<file path="src/rtl/avg_frame_buf.sv">
// Purpose: holds one ROWS x COLS frame of averaged 8-bit pixels and serves random reads once the frame is complete.
// Latency: each write lands in one cycle; rd_req gives rd_valid/rd_data on the next cycle; frame_done rises the cycle after the last write.
// Backpressure: none. Samples that arrive while a frame is held are dropped and latch sticky overflow. Optional AVG_ROWSUM_EN adds per-row sums.
module avg_frame_buf #(
    parameter int ROWS = 15,
    parameter int COLS = 8
) (
    input  logic       clk,
    input  logic       reset,
    input  logic       in_valid,
    input  logic [7:0] in_data,
    input  logic       frame_ack,
    input  logic       rd_req,
    input  logic [6:0] rd_addr,
    output logic [7:0] rd_data,
    output logic       rd_valid,
    output logic       frame_done,
    output logic       overflow
`ifdef AVG_ROWSUM_EN
    ,
    output logic [10:0] row_sum,
    output logic        row_sum_valid
`endif
);

    localparam int         DEPTH  = ROWS * COLS;
    localparam logic [6:0] LAST   = 7'(DEPTH - 1);
    localparam logic [7:0] DEPTH8 = 8'(DEPTH);

    typedef enum logic [1:0] {
        S_IDLE,
        S_FILL,
        S_FULL
    } state_t;

    state_t     r_state;
    state_t     w_next;
    logic [6:0] r_wr_ptr;
    logic [7:0] r_mem [DEPTH];
    logic       w_wr_en;
    logic       w_ack;
    logic       w_rd_hit;
    logic       w_rd_in_range;

    // An ack only counts while a frame is held; in IDLE/FILL it is ignored.
    assign w_ack         = (r_state == S_FULL) && frame_ack;
    assign w_rd_hit      = (r_state == S_FULL) && rd_req;
    assign w_rd_in_range = ({1'b0, rd_addr} < DEPTH8);
    assign frame_done    = (r_state == S_FULL);

    // State register.
    always_ff @(posedge clk or negedge reset) begin
        if (!reset) begin
            r_state <= S_IDLE;
        end else begin
            r_state <= w_next;
        end
    end

    // Next state and write enable: accept samples until the last slot is written, then hold until acked.
    always_comb begin
        w_next  = r_state;
        w_wr_en = 1'b0;
        case (r_state)
            S_IDLE, S_FILL: begin
                if (in_valid) begin
                    w_wr_en = 1'b1;
                    w_next  = (r_wr_ptr == LAST) ? S_FULL : S_FILL;
                end
            end
            S_FULL: begin
                if (frame_ack) begin
                    w_next = S_IDLE;
                end
            end
            default: w_next = S_IDLE;
        endcase
    end

    // Write pointer: advances per accepted sample, rewinds when the held frame is released.
    always_ff @(posedge clk or negedge reset) begin
        if (!reset) begin
            r_wr_ptr <= 7'd0;
        end else if (w_ack) begin
            r_wr_ptr <= 7'd0;
        end else if (w_wr_en) begin
            r_wr_ptr <= r_wr_ptr + 7'd1;
        end
    end

    // Pixel storage; contents survive reset and ack, only the pointer is rewound.
    always_ff @(posedge clk) begin
        if (w_wr_en) begin
            r_mem[r_wr_ptr] <= in_data;
        end
    end

    // Sticky overflow: any sample seen while a frame is held, including the ack cycle.
    always_ff @(posedge clk or negedge reset) begin
        if (!reset) begin
            overflow <= 1'b0;
        end else if ((r_state == S_FULL) && in_valid) begin
            overflow <= 1'b1;
        end
    end

    // Registered read port: data only for reads issued while FULL; out-of-range addresses return zero.
    always_ff @(posedge clk or negedge reset) begin
        if (!reset) begin
            rd_valid <= 1'b0;
            rd_data  <= 8'h00;
        end else begin
            rd_valid <= w_rd_hit;
            if (w_rd_hit && w_rd_in_range) begin
                rd_data <= r_mem[rd_addr];
            end else begin
                rd_data <= 8'h00;
            end
        end
    end

`ifdef AVG_ROWSUM_EN
    localparam int CW = (COLS > 1) ? $clog2(COLS) : 1;

    logic [CW-1:0] r_col;
    logic [10:0]   r_acc;
    logic [10:0]   w_sum;

    assign w_sum = r_acc + 11'(in_data);

    // Row accumulator: publishes the full row sum the cycle after the row's last pixel is written.
    always_ff @(posedge clk or negedge reset) begin
        if (!reset) begin
            r_col         <= '0;
            r_acc         <= 11'd0;
            row_sum       <= 11'd0;
            row_sum_valid <= 1'b0;
        end else begin
            row_sum_valid <= 1'b0;
            if (w_ack) begin
                r_col <= '0;
                r_acc <= 11'd0;
            end else if (w_wr_en) begin
                if (r_col == CW'(COLS - 1)) begin
                    row_sum       <= w_sum;
                    row_sum_valid <= 1'b1;
                    r_col         <= '0;
                    r_acc         <= 11'd0;
                end else begin
                    r_col <= r_col + 1'b1;
                    r_acc <= w_sum;
                end
            end
        end
    end
`endif

endmodule

</file>
<file path="config.mk">
export PLATFORM = sky130hd
export DESIGN_NAME = avg_frame_buf
export DESIGN_NICKNAME = d
export VERILOG_FILES = /design/src/rtl/avg_frame_buf.sv
export SDC_FILE = /design/constraint.sdc
export NUM_CORES = 1
export LEC_CHECK = 0
export CORE_UTILIZATION = 45
export DETAILED_ROUTE_END_ITERATION = 10
export PLACE_DENSITY = 0.71
export RECOVER_POWER = 25
export SYNTH_ARGS = -nofsm -noshare
export SYNTH_HDL_FRONTEND = slang
export SYNTH_SLANG_ARGS = --single-unit
</file>
<file path="constraint.sdc">
create_clock -name clk -period 3.5 [get_ports clk]
set_input_delay 0.7 -clock clk [delete_from_list [all_inputs] [get_ports clk]]
set_output_delay 0.7 -clock clk [all_outputs]
set_load 0.03 [all_outputs]
</file>
==> tab_implementation.tex <==
\begin{tabular}{lr}
\hline
Metric & Value \\
\hline
\multicolumn{2}{l}{\textbf{Outcome}} \\
\quad Outcome & complete, but fails checks \\
\quad Violations in the final reports & max-capacitance violations, max-slew violations \\
\multicolumn{2}{l}{\textbf{Worst hold path}} \\
\quad Path category of the worst min-delay check & flop to flop \\
\quad Launch point of the worst hold path & overflow\$\_DFFE\_PN0P\_ \\
\multicolumn{2}{l}{\textbf{Timing}} \\
\quad Largest clock skew in the final design & 0.0354 ns \\
\quad Post-route worst setup slack & 0.312 ns \\
\quad Achievable frequency & 314 MHz \\
\quad Max-slew violation count & approximately 540 \\
\quad Crit share post-route & 0.911 \\
\quad Sum of negative setup slack & 0 ns \\
\quad Post-route worst hold slack & 0.461 ns \\
\quad RSZ-0062 raised after global routing & no \\
\quad Total setup violations reported at the end of the flow & 0 \\
\quad Final period demand of the worst path & 3.19 ns \\
\quad Relative slew slack & -0.975 \\
\quad Measured slew at the worst slew-check pin & a little under 3 ns \\
\quad Final Hold Fails & 0 \\
\multicolumn{2}{l}{\textbf{Routing}} \\
\quad Vias per inst & roughly 6.0 \\
\quad DRC & 0 \\
\quad DRC marker count from the first detailed-route iteration & approximately 2900 \\
\quad Post-route ant nets & 0 \\
\quad Routed length per placed instance & around 29 microns \\
\quad Wire length after detailed routing & a little over 90000 microns \\
\quad Count of vias placed by the detailed router & between 15000 and 20000 \\
\quad Number of search-and-repair iterations in the first detailed-routing pass & 7 \\
\multicolumn{2}{l}{\textbf{Placed design}} \\
\quad Routability-driven placement congestion ratio & between 0.9 and 1 \\
\quad Post-DP HPWL & between 60000 and 70000 microns \\
\quad Count of input and output buffers & 30 \\
\quad Worst setup slack after placement & $\sim$0.31 ns \\
\multicolumn{2}{l}{\textbf{Global route}} \\
\quad First-pass GRT wire length & about 140000 microns \\
\quad Total global routing overflow & 0 \\
\quad Via count of the first global-routing pass & 19754 \\
\quad Initial antenna violation count & 5 \\
\quad Largest net degree at the start of global routing & about 120 \\
\quad Total GRT Usage & 0.220 \\
\multicolumn{2}{l}{\textbf{Synth}} \\
\quad Fraction of synthesized area in multiplexers & 0.158 \\
\quad Count of yosys warnings during synthesis & 0 \\
\quad Synth Instances & between 1500 and 2000 \\
\quad Most frequently used cell type in the post-synthesis netlist & sky130\_fd\_sc\_hd\_\_edfxtp\_1 \\
\quad Post-synthesis cell type with the largest combined area & sky130\_fd\_sc\_hd\_\_edfxtp\_1 \\
\quad Post-synthesis instance area & around 0.038 sq mm \\
\quad Share of flip-flops with an asynchronous set or reset after synthesis & 0.0194 \\
\quad Ranking of synthesized cells by area & sky130\_fd\_sc\_hd\_\_edfxtp\_1 (76\%), sky130\_fd\_sc\_hd\_\_mux4\_2 (14\%), sky130\_fd\_sc\_hd\_\_mux2i\_1 (1.4\%) \\
\quad Basic-gate share of the synthesized area counting and, or, nand and nor cells & 0.0332 \\
\quad Share of the synthesized area in the top cell type & 0.757 \\
\quad XOR/XNOR Fraction of Synth Area & 0.00115 \\
\quad Largest family of logic cells by synthesized area & multiplexers \\
\quad Post-synth EDFFs & 960 \\
\quad Area fraction in compound gates after synthesis & 0.0228 \\
\quad Number of distinct library cells after synthesis & 52 \\
\quad Primary flip-flop cell chosen by synthesis mapping & sky130\_fd\_sc\_hd\_\_edfxtp\_1 \\
\quad Adder and majority cell fraction of the synthesized area & 0.000329 \\
\quad Sequential area share after synthesis & 0.769 \\
\quad Leading cell types by count after synthesis & sky130\_fd\_sc\_hd\_\_edfxtp\_1 (960), sky130\_fd\_sc\_hd\_\_mux4\_2 (229), sky130\_fd\_sc\_hd\_\_nor2\_1 (141) \\
\quad Nets in the synthesized netlist & around 1800 \\
\quad Syn avg cell area & 21.1 sq um \\
\quad Register bit count reported by yosys & just under 1000 \\
\multicolumn{2}{l}{\textbf{Clocking}} \\
\quad H-tree level count & 3 \\
\quad Inserted Clock Buffers & 97 \\
\quad Hold\_buf cts & 0 \\
\quad Number of setup buffers added after CTS & 0 \\
\quad Post\_cts resized & 0 \\
\quad Total clock sinks & about 980 \\
\quad Clock tree from TritonCTS & built \\
\quad Buffer cell driving the clock tree root & sky130\_fd\_sc\_hd\_\_clkbuf\_16 \\
\quad Worst-Skew Late Latency & 0.67 ns \\
\quad Clock slew seen by the registers of the worst setup and hold paths & approximately 0.06 ns \\
\quad Worst-case clock buffer depth & 3 \\
\multicolumn{2}{l}{\textbf{Setup path}} \\
\quad Kind of cell with the highest combined delay on the critical path & buffers and inverters \\
\quad Data required time at the worst endpoint & 2.80 ns \\
\quad Timing endpoint of the critical path & frame\_done \\
\quad Reg2Reg Capture Point & r\_mem[36][1]\$\_DFFE\_PP\_ \\
\quad RR Startpoint & r\_wr\_ptr[2]\$\_DFFE\_PN0P\_ \\
\quad Endpoint type of the worst setup path & primary output \\
\quad Slowest cell on the critical path & sky130\_fd\_sc\_hd\_\_clkdlybuf4s50\_1 \\
\quad Depth of the worst register-to-register path & 4 \\
\quad Cells along the critical path & nor2b\_1, clkdlybuf4s50\_1 \\
\quad First element of the critical path & r\_state[1]\$\_DFFE\_PN0P\_ \\
\quad Stage delay of the slowest cell on the critical path & 0.80 ns \\
\quad Buffers \& Inverters on Critical Path & 1 \\
\quad Number of logic stages on the critical path including buffering & 2 \\
\quad Data arrival time of the worst path & 2.49 ns \\
\quad Worst Setup Path Type & flop to primary output \\
\quad Maximum fanout along the worst path & 6 \\
\quad Setup slack of the most critical reg-to-reg path & 0.57 ns \\
\quad Setup crit start kind & flop \\
\multicolumn{2}{l}{\textbf{Cells and area}} \\
\quad Ratio of cells with drive above 1 in the final layout & 0.288 \\
\quad Finished Core Util & 0.527 \\
\quad Count of nets after finishing & approximately 2100 \\
\quad Growth of design area from synthesis to finish & 15.7\% \\
\multicolumn{2}{l}{\textbf{Floorplanning}} \\
\quad Height of the die & a little under 300 microns \\
\quad Total Die Area & roughly 0.086 sq mm \\
\quad Area of the core & approximately 0.084 sq mm \\
\quad Die X & $\sim$300 microns \\
\quad Number of placement rows & approximately 110 \\
\quad Number of I/O pins & 31 \\
\quad Starting density of the core & 0.455 \\
\multicolumn{2}{l}{\textbf{Power and ir drop}} \\
\quad Leakage power total & $\sim$14 nW \\
\quad PwrDens & 570 mW/mm\^{}2 \\
\quad Worst vdd rail ir drop & 0.449 mV \\
\multicolumn{2}{l}{\textbf{Flow run}} \\
\quad Number of max-capacitance violations reported & 8 \\
\hline
\end{tabular}
==> where the power goes <==
part | switching, mW | internal (mW) | total (mW)
Combinational | 1.32 | 0.682 | 2.00
Sequential | 0.166 | 13.1 | 13.3
Clock | 4.29 | 5.52 | 9.81
==> cell type report <==
type,count,area [sq um]
antenna,1,2.50
clock buffer,123,2540
clock inverter,52,425
fill,6370,39600
inverter,6,22.5
multi-input combinational,720,8220
sequential,979,29300
tap,1134,1420
timing repair buffer,259,2130
==> state kept, by name, summed over array words and instances (netlist names) <==
name	count
overflow	1
rd_data	8
r_wr_ptr	7
r_state	2
r_mem	960
rd_valid	1
==> layout by cell type, fill, tap and decap left out, types with 16 or more instances in the layout <==
master,Yosys,routed
sky130_fd_sc_hd__nand3_1,24,24
sky130_fd_sc_hd__mux2i_1,53,53
sky130_fd_sc_hd__nand2_1,68,68
sky130_fd_sc_hd__clkbuf_1,45,28
sky130_fd_sc_hd__clkinv_1,1,22
sky130_fd_sc_hd__nor2_1,141,141
sky130_fd_sc_hd__mux4_2,229,229
sky130_fd_sc_hd__buf_4,18,216
sky130_fd_sc_hd__clkbuf_16,0,97
sky130_fd_sc_hd__clkdlybuf4s50_1,0,18
sky130_fd_sc_hd__a22oi_1,28,28
sky130_fd_sc_hd__edfxtp_1,960,960
sky130_fd_sc_hd__a31oi_1,21,21
sky130_fd_sc_hd__dfrtp_1,19,19
sky130_fd_sc_hd__a21oi_1,16,16
==> worst register-to-register path, delay by kind of cell, from the launching register on <==
kind                   cells  cell delay, ns
buffers and inverters      1            0.24
DFF                        1            0.66
and+or+nand+nor            3            1.72
==> per-stage QoR <==
stage | instance area, sq um | instances | power (mW)
after floorplan | 38100 | 1805 | 14.5
after global placement | 41200 | 3098 | 15.5
after detailed placement | 41200 | 3098 | 15.5
after CTS | 44100 | 3273 | 25.2
after global routing | 44100 | 3273 | 25.7
final | 44100 | 3274 | 25.1
==> metal layers <==
| layer | up-vias | global-route usage | routed length [microns] |
|---|---|---|---|
| li1 | 8014 | - | - |
| met1 | 10353 | 0.310 | 37100 |
| met2 | 1133 | 0.340 | 43500 |
| met3 | 208 | 0.0544 | 9710 |
| met4 | 2 | 0.0716 | 3070 |
| met5 | - | 0 | 8 |
==> logic make-up (layout without fill, tap and decap cells) <==
logic type / after synthesis / after routing
flops: 979 / 979
fa+ha+maj: 1 / 1
simple gates: 287 / 287
compound gates: 126 / 126
buf+inv: 106 / 440
other cells: 0 / 1
mux: 301 / 301
xor+xnor: 5 / 5
==> how the worst min path moves through the flow <==
| stage | end | slack [ns] | cells past startpoint |
|---|---|---|---|
| global route | overflow$_DFFE_PN0P_ | 0.49 | 1 |
| global placement | overflow$_DFFE_PN0P_ | 0.45 | 1 |
| finish | overflow$_DFFE_PN0P_ | 0.46 | 1 |
| detailed placement | overflow$_DFFE_PN0P_ | 0.46 | 1 |
| CTS | overflow$_DFFE_PN0P_ | 0.47 | 1 |
| floorplan | overflow$_DFFE_PN0P_ | 0.40 | 0 |
Power figures use the tool's default switching activity.
